**src/rtl/tcam_ctrl_if.sv**
```systemverilog
// Requester-side bundle for tcam_ctrl: entry-write port, key-search port and search response.
// The master modport is the classifier pipeline; the slave modport is the controller.
interface tcam_ctrl_if #(
    parameter int unsigned DATA_W = 16,
    parameter int unsigned ADDR_W = 4
);
    logic              wr_valid;
    logic              wr_ready;
    logic [ADDR_W-1:0] wr_addr;
    logic [DATA_W-1:0] wr_data;
    logic [DATA_W-1:0] wr_mask;

    logic              srch_valid;
    logic              srch_ready;
    logic [DATA_W-1:0] srch_key;

    logic              rsp_valid;
    logic              rsp_ready;
    logic              rsp_hit;
    logic [ADDR_W-1:0] rsp_addr;

    modport master (
        output wr_valid, wr_addr, wr_data, wr_mask,
        input  wr_ready,
        output srch_valid, srch_key,
        input  srch_ready,
        input  rsp_valid, rsp_hit, rsp_addr,
        output rsp_ready
    );

    modport slave (
        input  wr_valid, wr_addr, wr_data, wr_mask,
        output wr_ready,
        input  srch_valid, srch_key,
        output srch_ready,
        output rsp_valid, rsp_hit, rsp_addr,
        input  rsp_ready
    );
endinterface

```
**src/rtl/tcam_ctrl.sv**
```systemverilog
// Shares one ternary CAM between an entry-write port and a key-search port, with
// write-priority arbitration bounded by a starvation counter and a registered search response.
module tcam_ctrl #(
    parameter int unsigned DATA_W       = 16,
    parameter int unsigned ADDR_W       = 4,
    parameter int unsigned STARVE_LIMIT = 3
) (
    input  logic                   clk,
    input  logic                   reset,
    tcam_ctrl_if.slave             bus,
    output logic [2**ADDR_W-1:0]   entry_valid,
    output logic [DATA_W-1:0]      tcam_data,
    output logic [DATA_W-1:0]      tcam_dontcare,
    output logic [ADDR_W-1:0]      tcam_write_address,
    output logic                   tcam_write_readN,
    output logic                   tcam_resetN,
    input  logic [ADDR_W-1:0]      tcam_found_address,
    input  logic                   tcam_found_any
);
    localparam int unsigned NUM_ENTRIES = 2**ADDR_W;
    localparam int unsigned CNT_W       = $clog2(STARVE_LIMIT + 1) > 0 ? $clog2(STARVE_LIMIT + 1) : 1;

    typedef enum logic [1:0] {StIdle, StWrite, StSearch, StResp} state_e;

    state_e                 state_q, state_d;
    logic [CNT_W-1:0]       starve_q, starve_d;
    logic [DATA_W-1:0]      data_q, data_d;
    logic [DATA_W-1:0]      dontcare_q, dontcare_d;
    logic [ADDR_W-1:0]      waddr_q, waddr_d;
    logic                   rsp_valid_q, rsp_valid_d;
    logic                   rsp_hit_q, rsp_hit_d;
    logic [ADDR_W-1:0]      rsp_addr_q, rsp_addr_d;
    logic [NUM_ENTRIES-1:0] entry_valid_q, entry_valid_d;
    logic                   tcam_resetn_q;

    logic starved;
    logic grant_wr;
    logic grant_srch;

    // Writes win ties until the pending search has been passed over STARVE_LIMIT times.
    always_comb begin
        starved    = (starve_q == CNT_W'(STARVE_LIMIT));
        grant_wr   = !reset && (state_q == StIdle) && bus.wr_valid &&
                     !(bus.srch_valid && starved);
        grant_srch = !reset && (state_q == StIdle) && bus.srch_valid && !grant_wr;
    end

    always_comb begin
        state_d       = state_q;
        starve_d      = starve_q;
        data_d        = data_q;
        dontcare_d    = dontcare_q;
        waddr_d       = waddr_q;
        rsp_valid_d   = rsp_valid_q;
        rsp_hit_d     = rsp_hit_q;
        rsp_addr_d    = rsp_addr_q;
        entry_valid_d = entry_valid_q;

        unique case (state_q)
            StIdle: begin
                if (grant_wr) begin
                    data_d     = bus.wr_data;
                    dontcare_d = bus.wr_mask;
                    waddr_d    = bus.wr_addr;
                    state_d    = StWrite;
                    if (bus.srch_valid && !starved) begin
                        starve_d = starve_q + CNT_W'(1);
                    end
                end else if (grant_srch) begin
                    data_d     = bus.srch_key;
                    dontcare_d = '0;
                    starve_d   = '0;
                    state_d    = StSearch;
                end
            end
            StWrite: begin
                entry_valid_d[waddr_q] = 1'b1;
                state_d                = StIdle;
            end
            StSearch: begin
                rsp_hit_d   = tcam_found_any;
                rsp_addr_d  = tcam_found_any ? tcam_found_address : '0;
                rsp_valid_d = 1'b1;
                state_d     = StResp;
            end
            StResp: begin
                if (bus.rsp_ready) begin
                    rsp_valid_d = 1'b0;
                    state_d     = StIdle;
                end
            end
            default: state_d = StIdle;
        endcase
    end

    always_ff @(posedge clk) begin
        if (reset) begin
            state_q       <= StIdle;
            starve_q      <= '0;
            data_q        <= '0;
            dontcare_q    <= '0;
            waddr_q       <= '0;
            rsp_valid_q   <= 1'b0;
            rsp_hit_q     <= 1'b0;
            rsp_addr_q    <= '0;
            entry_valid_q <= '0;
            tcam_resetn_q <= 1'b0;
        end else begin
            state_q       <= state_d;
            starve_q      <= starve_d;
            data_q        <= data_d;
            dontcare_q    <= dontcare_d;
            waddr_q       <= waddr_d;
            rsp_valid_q   <= rsp_valid_d;
            rsp_hit_q     <= rsp_hit_d;
            rsp_addr_q    <= rsp_addr_d;
            entry_valid_q <= entry_valid_d;
            tcam_resetn_q <= 1'b1;
        end
    end

    assign bus.wr_ready   = grant_wr;
    assign bus.srch_ready = grant_srch;
    assign bus.rsp_valid  = rsp_valid_q;
    assign bus.rsp_hit    = rsp_hit_q;
    assign bus.rsp_addr   = rsp_addr_q;

    assign entry_valid        = entry_valid_q;
    assign tcam_data          = data_q;
    assign tcam_dontcare      = dontcare_q;
    assign tcam_write_address = waddr_q;
    assign tcam_write_readN   = (state_q == StWrite);
    assign tcam_resetN        = tcam_resetn_q;
endmodule

```
**src/flat_wrapper.sv**
```systemverilog
// flat-port wrapper written by rule: the top's interface ports become plain ports
module tcam_ctrl_flat 
#(
    parameter int unsigned DATA_W       = 16,
    parameter int unsigned ADDR_W       = 4,
    parameter int unsigned STARVE_LIMIT = 3
)
  (clk, reset, entry_valid, tcam_data, tcam_dontcare, tcam_write_address, tcam_write_readN, tcam_resetN, tcam_found_address, tcam_found_any, bus_wr_valid, bus_wr_addr, bus_wr_data, bus_wr_mask, bus_wr_ready, bus_srch_valid, bus_srch_key, bus_srch_ready, bus_rsp_valid, bus_rsp_hit, bus_rsp_addr, bus_rsp_ready);
  tcam_ctrl_if #(.DATA_W(DATA_W), .ADDR_W(ADDR_W)) bus_i ();
  input  logic clk;
  input  logic reset;
  output logic [2**ADDR_W-1:0] entry_valid;
  output logic [DATA_W-1:0] tcam_data;
  output logic [DATA_W-1:0] tcam_dontcare;
  output logic [ADDR_W-1:0] tcam_write_address;
  output logic tcam_write_readN;
  output logic tcam_resetN;
  input  logic [ADDR_W-1:0] tcam_found_address;
  input  logic tcam_found_any;
  input wire logic [$bits(bus_i.wr_valid)-1:0] bus_wr_valid;
  input wire logic [$bits(bus_i.wr_addr)-1:0] bus_wr_addr;
  input wire logic [$bits(bus_i.wr_data)-1:0] bus_wr_data;
  input wire logic [$bits(bus_i.wr_mask)-1:0] bus_wr_mask;
  output wire logic [$bits(bus_i.wr_ready)-1:0] bus_wr_ready;
  input wire logic [$bits(bus_i.srch_valid)-1:0] bus_srch_valid;
  input wire logic [$bits(bus_i.srch_key)-1:0] bus_srch_key;
  output wire logic [$bits(bus_i.srch_ready)-1:0] bus_srch_ready;
  output wire logic [$bits(bus_i.rsp_valid)-1:0] bus_rsp_valid;
  output wire logic [$bits(bus_i.rsp_hit)-1:0] bus_rsp_hit;
  output wire logic [$bits(bus_i.rsp_addr)-1:0] bus_rsp_addr;
  input wire logic [$bits(bus_i.rsp_ready)-1:0] bus_rsp_ready;
  assign bus_i.wr_valid = bus_wr_valid;
  assign bus_i.wr_addr = bus_wr_addr;
  assign bus_i.wr_data = bus_wr_data;
  assign bus_i.wr_mask = bus_wr_mask;
  assign bus_wr_ready = bus_i.wr_ready;
  assign bus_i.srch_valid = bus_srch_valid;
  assign bus_i.srch_key = bus_srch_key;
  assign bus_srch_ready = bus_i.srch_ready;
  assign bus_rsp_valid = bus_i.rsp_valid;
  assign bus_rsp_hit = bus_i.rsp_hit;
  assign bus_rsp_addr = bus_i.rsp_addr;
  assign bus_i.rsp_ready = bus_rsp_ready;
  tcam_ctrl #(.DATA_W(DATA_W), .ADDR_W(ADDR_W), .STARVE_LIMIT(STARVE_LIMIT)) u_core (.clk(clk), .reset(reset), .bus(bus_i), .entry_valid(entry_valid), .tcam_data(tcam_data), .tcam_dontcare(tcam_dontcare), .tcam_write_address(tcam_write_address), .tcam_write_readN(tcam_write_readN), .tcam_resetN(tcam_resetN), .tcam_found_address(tcam_found_address), .tcam_found_any(tcam_found_any));
endmodule
```
**config.mk**
```make
export PLATFORM = sky130hd
export DESIGN_NAME = tcam_ctrl_flat
export DESIGN_NICKNAME = d
export VERILOG_FILES = /design/src/rtl/tcam_ctrl_if.sv /design/src/rtl/tcam_ctrl.sv /design/src/flat_wrapper.sv
export SDC_FILE = /design/constraint.sdc
export NUM_CORES = 1
export LEC_CHECK = 0
export BUFFER_PORTS_ARGS = -buffer_cell sky130_fd_sc_hd__buf_2
export CAP_MARGIN = 15
export CORE_ASPECT_RATIO = 1.2
export CORE_MARGIN = 10
export CORE_UTILIZATION = 30
export DETAILED_ROUTE_END_ITERATION = 7
export HOLD_SLACK_MARGIN = 0.12
export PLACE_DENSITY = 0.59
export RECOVER_POWER = 100
export SYNTH_ARGS = -nofsm -noshare
export SYNTH_HDL_FRONTEND = slang
export SYNTH_SLANG_ARGS = --single-unit
```
**constraint.sdc**
```tcl
create_clock -name clk -period 3.7 [get_ports clk]
set_clock_uncertainty 0.2 [all_clocks]
set_input_delay 0 -clock clk [delete_from_list [all_inputs] [get_ports clk]]
set_output_delay 0 -clock clk [all_outputs]
set_load 0.02 [all_outputs]
```
==> metrics.csv <==
stage,metric,value,unit
critical_path,cp-start-kind,register,
grt,grt_pass1_wl,16420,µm
die,die_x,104.6,µm
final_layout,utilization,52.64,%
pwr,ir_worst_vdd,232.1,µV
yosys,synth_edf_count,0,
yosys,yosysWarnings,0,
yosys,synthesis.nets,362,
die,start_util,31.22,%
yosys,synth.most_common_cell,dfxtp_1,
grt,grt_usage,15.57,%
clocking,cts_made_buffers,9,
yosys,syn_area_per_cell,8.608,µm²
yosys,synth_seq_area_share,49.00,%
yosys,ys.flop_type,dfxtp_1,
grt,grt_antenna_before_repair,0,
die,ios,124,
job,drv_cap,1,
critical_path,cp_data_arrival_time,3.43,ns
place,finalWeightedCongestion,0.7222,
route,drt-initial-drc-count,134,
route,drt_pass1_iterations,4,
clocking,clk_latency,0.34,ns
route,vias_per_cell,4.886,
die,die_area,0.01270,mm²
timing,worst_slew_pin_slew,1.637,ns
worst_hold_path,hold_path_class,reg2reg,
run_status,violations,"max-capacitance violations, max-slew violations",
pwr,p_total,1679,µW
timing,final.period_utilization,90.49,%
route,wirelength,9780,µm
yosys,synth_top_area_cell,dfxtp_1,
pwr,p_switching,528.1,µW
timing,finalSetupViolCount,0,
place,pre_cts_ws,1.319,ns
clocking,clk_pin_slew,0.08,ns
critical_path,critPathKind,reg2reg,
clocking,cts_tree,yes,
clocking,post_cts_buffers,0,
place,io_buffer_count,123,
yosys,async_flop_share,0,%
timing,fin_ws,0.3518,ns
route,drc_errors,0,
timing,max_freq,298.7,MHz
critical_path,slowest_delay,0.61,ns
final_layout,fin_nets,575,
clocking,clock-root-buffer,clkbuf_8,
yosys,syn_inst,299,
final_layout,drive_gt1_share,16.83,%
die,core-area,0.008243,mm²
critical_path,crit_slowest_cell,dlygate4sd3_1,
yosys,synth_common_cells,"63 x dfxtp_1, 53 x a21oi_1, 40 x nand3_1",
critical_path,r2r_slack,0.35,ns
pwr,power_frac_seq,44.8,%
timing,drv_slew,38,
clocking,cts_resized,0,
route,route.vias.total,3083,
grt,grt.overflow.total,0,
final_layout,syn_to_final_growth,68.60,%
timing,max_slew_margin,-9.129,%
critical_path,cp.required,3.78,ns
critical_path,cp_top_family,buffers and inverters,
critical_path,crit_top_cell,dlygate4sd3_1,
pwr,pwr-share-clk,33.0,%
pwr,p_sw_share,31.45,%
yosys,synth_top_area_share,49.00,%
route,wl_per_cell,15.50,µm
critical_path,crit_fanout,42,
timing,fin_crit,3.348,ns
die,num_rows,36,
clocking,clockBufferDepth,2,
critical_path,worstPathCellList,nor3_4 -> buf_4 -> nand3_1 -> dlygate4sd3_1 -> a311oi_1 -> dlygate4sd3_1,
clocking,htree_levels,3,
run_status,status,"finished, violations left",
pwr,p_leak,0.001657,µW
pwr,comb_power_share,22.2,%
yosys,synth_area,0.002574,mm²
yosys,ys_ff_latch,63,
critical_path,cp-end-kind,register,
die,fp.dieH,121.5,µm
timing,hold_violations,0,
place,place_hpwl,6153,µm
grt,grt_max_degree,43,
clocking,clkSinkCount,63,
critical_path,cp_num_buf_inv,3,
route,ant_nets,0,
timing,rsz0062_at_grt,no,
pwr,p_int,1151,µW
pwr,powerDensity,386.9,mW/mm²
timing,hold_slack,0.2589,ns
grt,grt_pass1_vias,3348,
timing,fin_tns_setup,0,ns
final_layout,n_antenna_cell,0,
yosys,ys_top_cells_by_area,"dfxtp_1 49%, a21oi_1 10%, nand3_1 7.8%",
yosys,ys_types,33,
-- worst paths after layout --
check,startpoint,end,cells past startpoint
worst max register to register,u_core.state_q[1]$_SDFFE_PP0P_,u_core.tcam_data[2]$_SDFFE_PP0P_,6
worst min register to register,u_core.starve_q[1]$_SDFFE_PP0P_,u_core.starve_q[1]$_SDFFE_PP0P_,2
worst max-delay path,u_core.state_q[1]$_SDFFE_PP0P_,u_core.tcam_data[2]$_SDFFE_PP0P_,6
worst min-delay path,u_core.starve_q[1]$_SDFFE_PP0P_,u_core.starve_q[1]$_SDFFE_PP0P_,2
-- power by group through the flow --
stage / Clock [µW] / Sequential, µW / Combinational, µW
6_report: 555 / 752 / 372
5_1_grt: 601 / 758 / 410
4_1_cts: 580 / 750 / 382
3_5_place_dp: 0 / 766 / 289
3_3_place_gp: 0 / 763 / 287
2_1_floorplan: 0 / 802 / 154
-- cell families after synthesis --
| logic type | Yosys count | synth area share (%) |
|---|---|---|
| adder cells (fa/ha/maj) | 1 | 0.4861 |
| AND/OR/NAND/NOR | 92 | 18.91 |
| AO/OA/AOI/OAI | 113 | 24.94 |
| flip-flops | 63 | 49.00 |
| buffers and inverters | 30 | 6.660 |
-- state kept, by name, summed over array words and instances (netlist names) --
name                       cells
u_core.tcam_data              16
u_core.entry_valid            16
u_core.tcam_write_address      4
u_core.bus.rsp_valid           1
u_core.tcam_dontcare          16
u_core.bus.rsp_addr            4
u_core.tcam_resetN             1
u_core.starve_q                2
u_core.state_q                 2
u_core.bus.rsp_hit             1
-- layout by cell type (no fill, tap or decap), types with 4 or more instances in the layout --
cell type | netlist | final
a21oi_1 | 53 | 53
a311oi_1 | 16 | 16
a31oi_1 | 4 | 4
buf_2 | 8 | 62
clkbuf_1 | 8 | 62
clkbuf_8 | 0 | 10
dfxtp_1 | 63 | 63
dlygate4sd3_1 | 0 | 105
nand2_1 | 15 | 15
nand3_1 | 40 | 40
nor2_1 | 19 | 20
nor2b_1 | 4 | 4
o21ai_0 | 31 | 31
o21ai_1 | 5 | 5
-- metrics by stage --
stage / std cells / area, µm²
global route: 631 / 4339
finish: 631 / 4339
floorplan: 299 / 2574
CTS: 631 / 4427
detailed placement: 510 / 3194
global placement: 510 / 3194
-- area by class of cell --
class                      instances  area (µm²)
fill                             825        3904
timing repair buffer             230        1602
sequential                        63        1261
multi-input combinational        206        1145
tap                              114       142.6
clock buffer                      10       137.6
clock inverter                     6       43.79
inverter                           2       7.507
-- worst reg2reg max path, stage by stage, from the launching register on --
cell and delay [ns]:
dfxtp_1 0.44, nor3_4 0.55, buf_4 0.49, nand3_1 0.14, dlygate4sd3_1 0.60, a311oi_1 0.26
dlygate4sd3_1 0.61
-- routing by layer --
layer  global-route usage [%]  vias up  share of wire [%]
met1                    18.05     1419                 44
met2                    25.91      135                 46
li1                         -     1513                  -
met4                    4.355        0                1.4
met5                        0        -                  0
met3                    6.323       16                8.0
-- timing repair --
action                                 4_1_cts  5_1_grt
setup endpoints to repair                    0        0
endpoints found under the hold margin       46        0
hold buffers                               105        0
(Power assumes the default switching activity.)
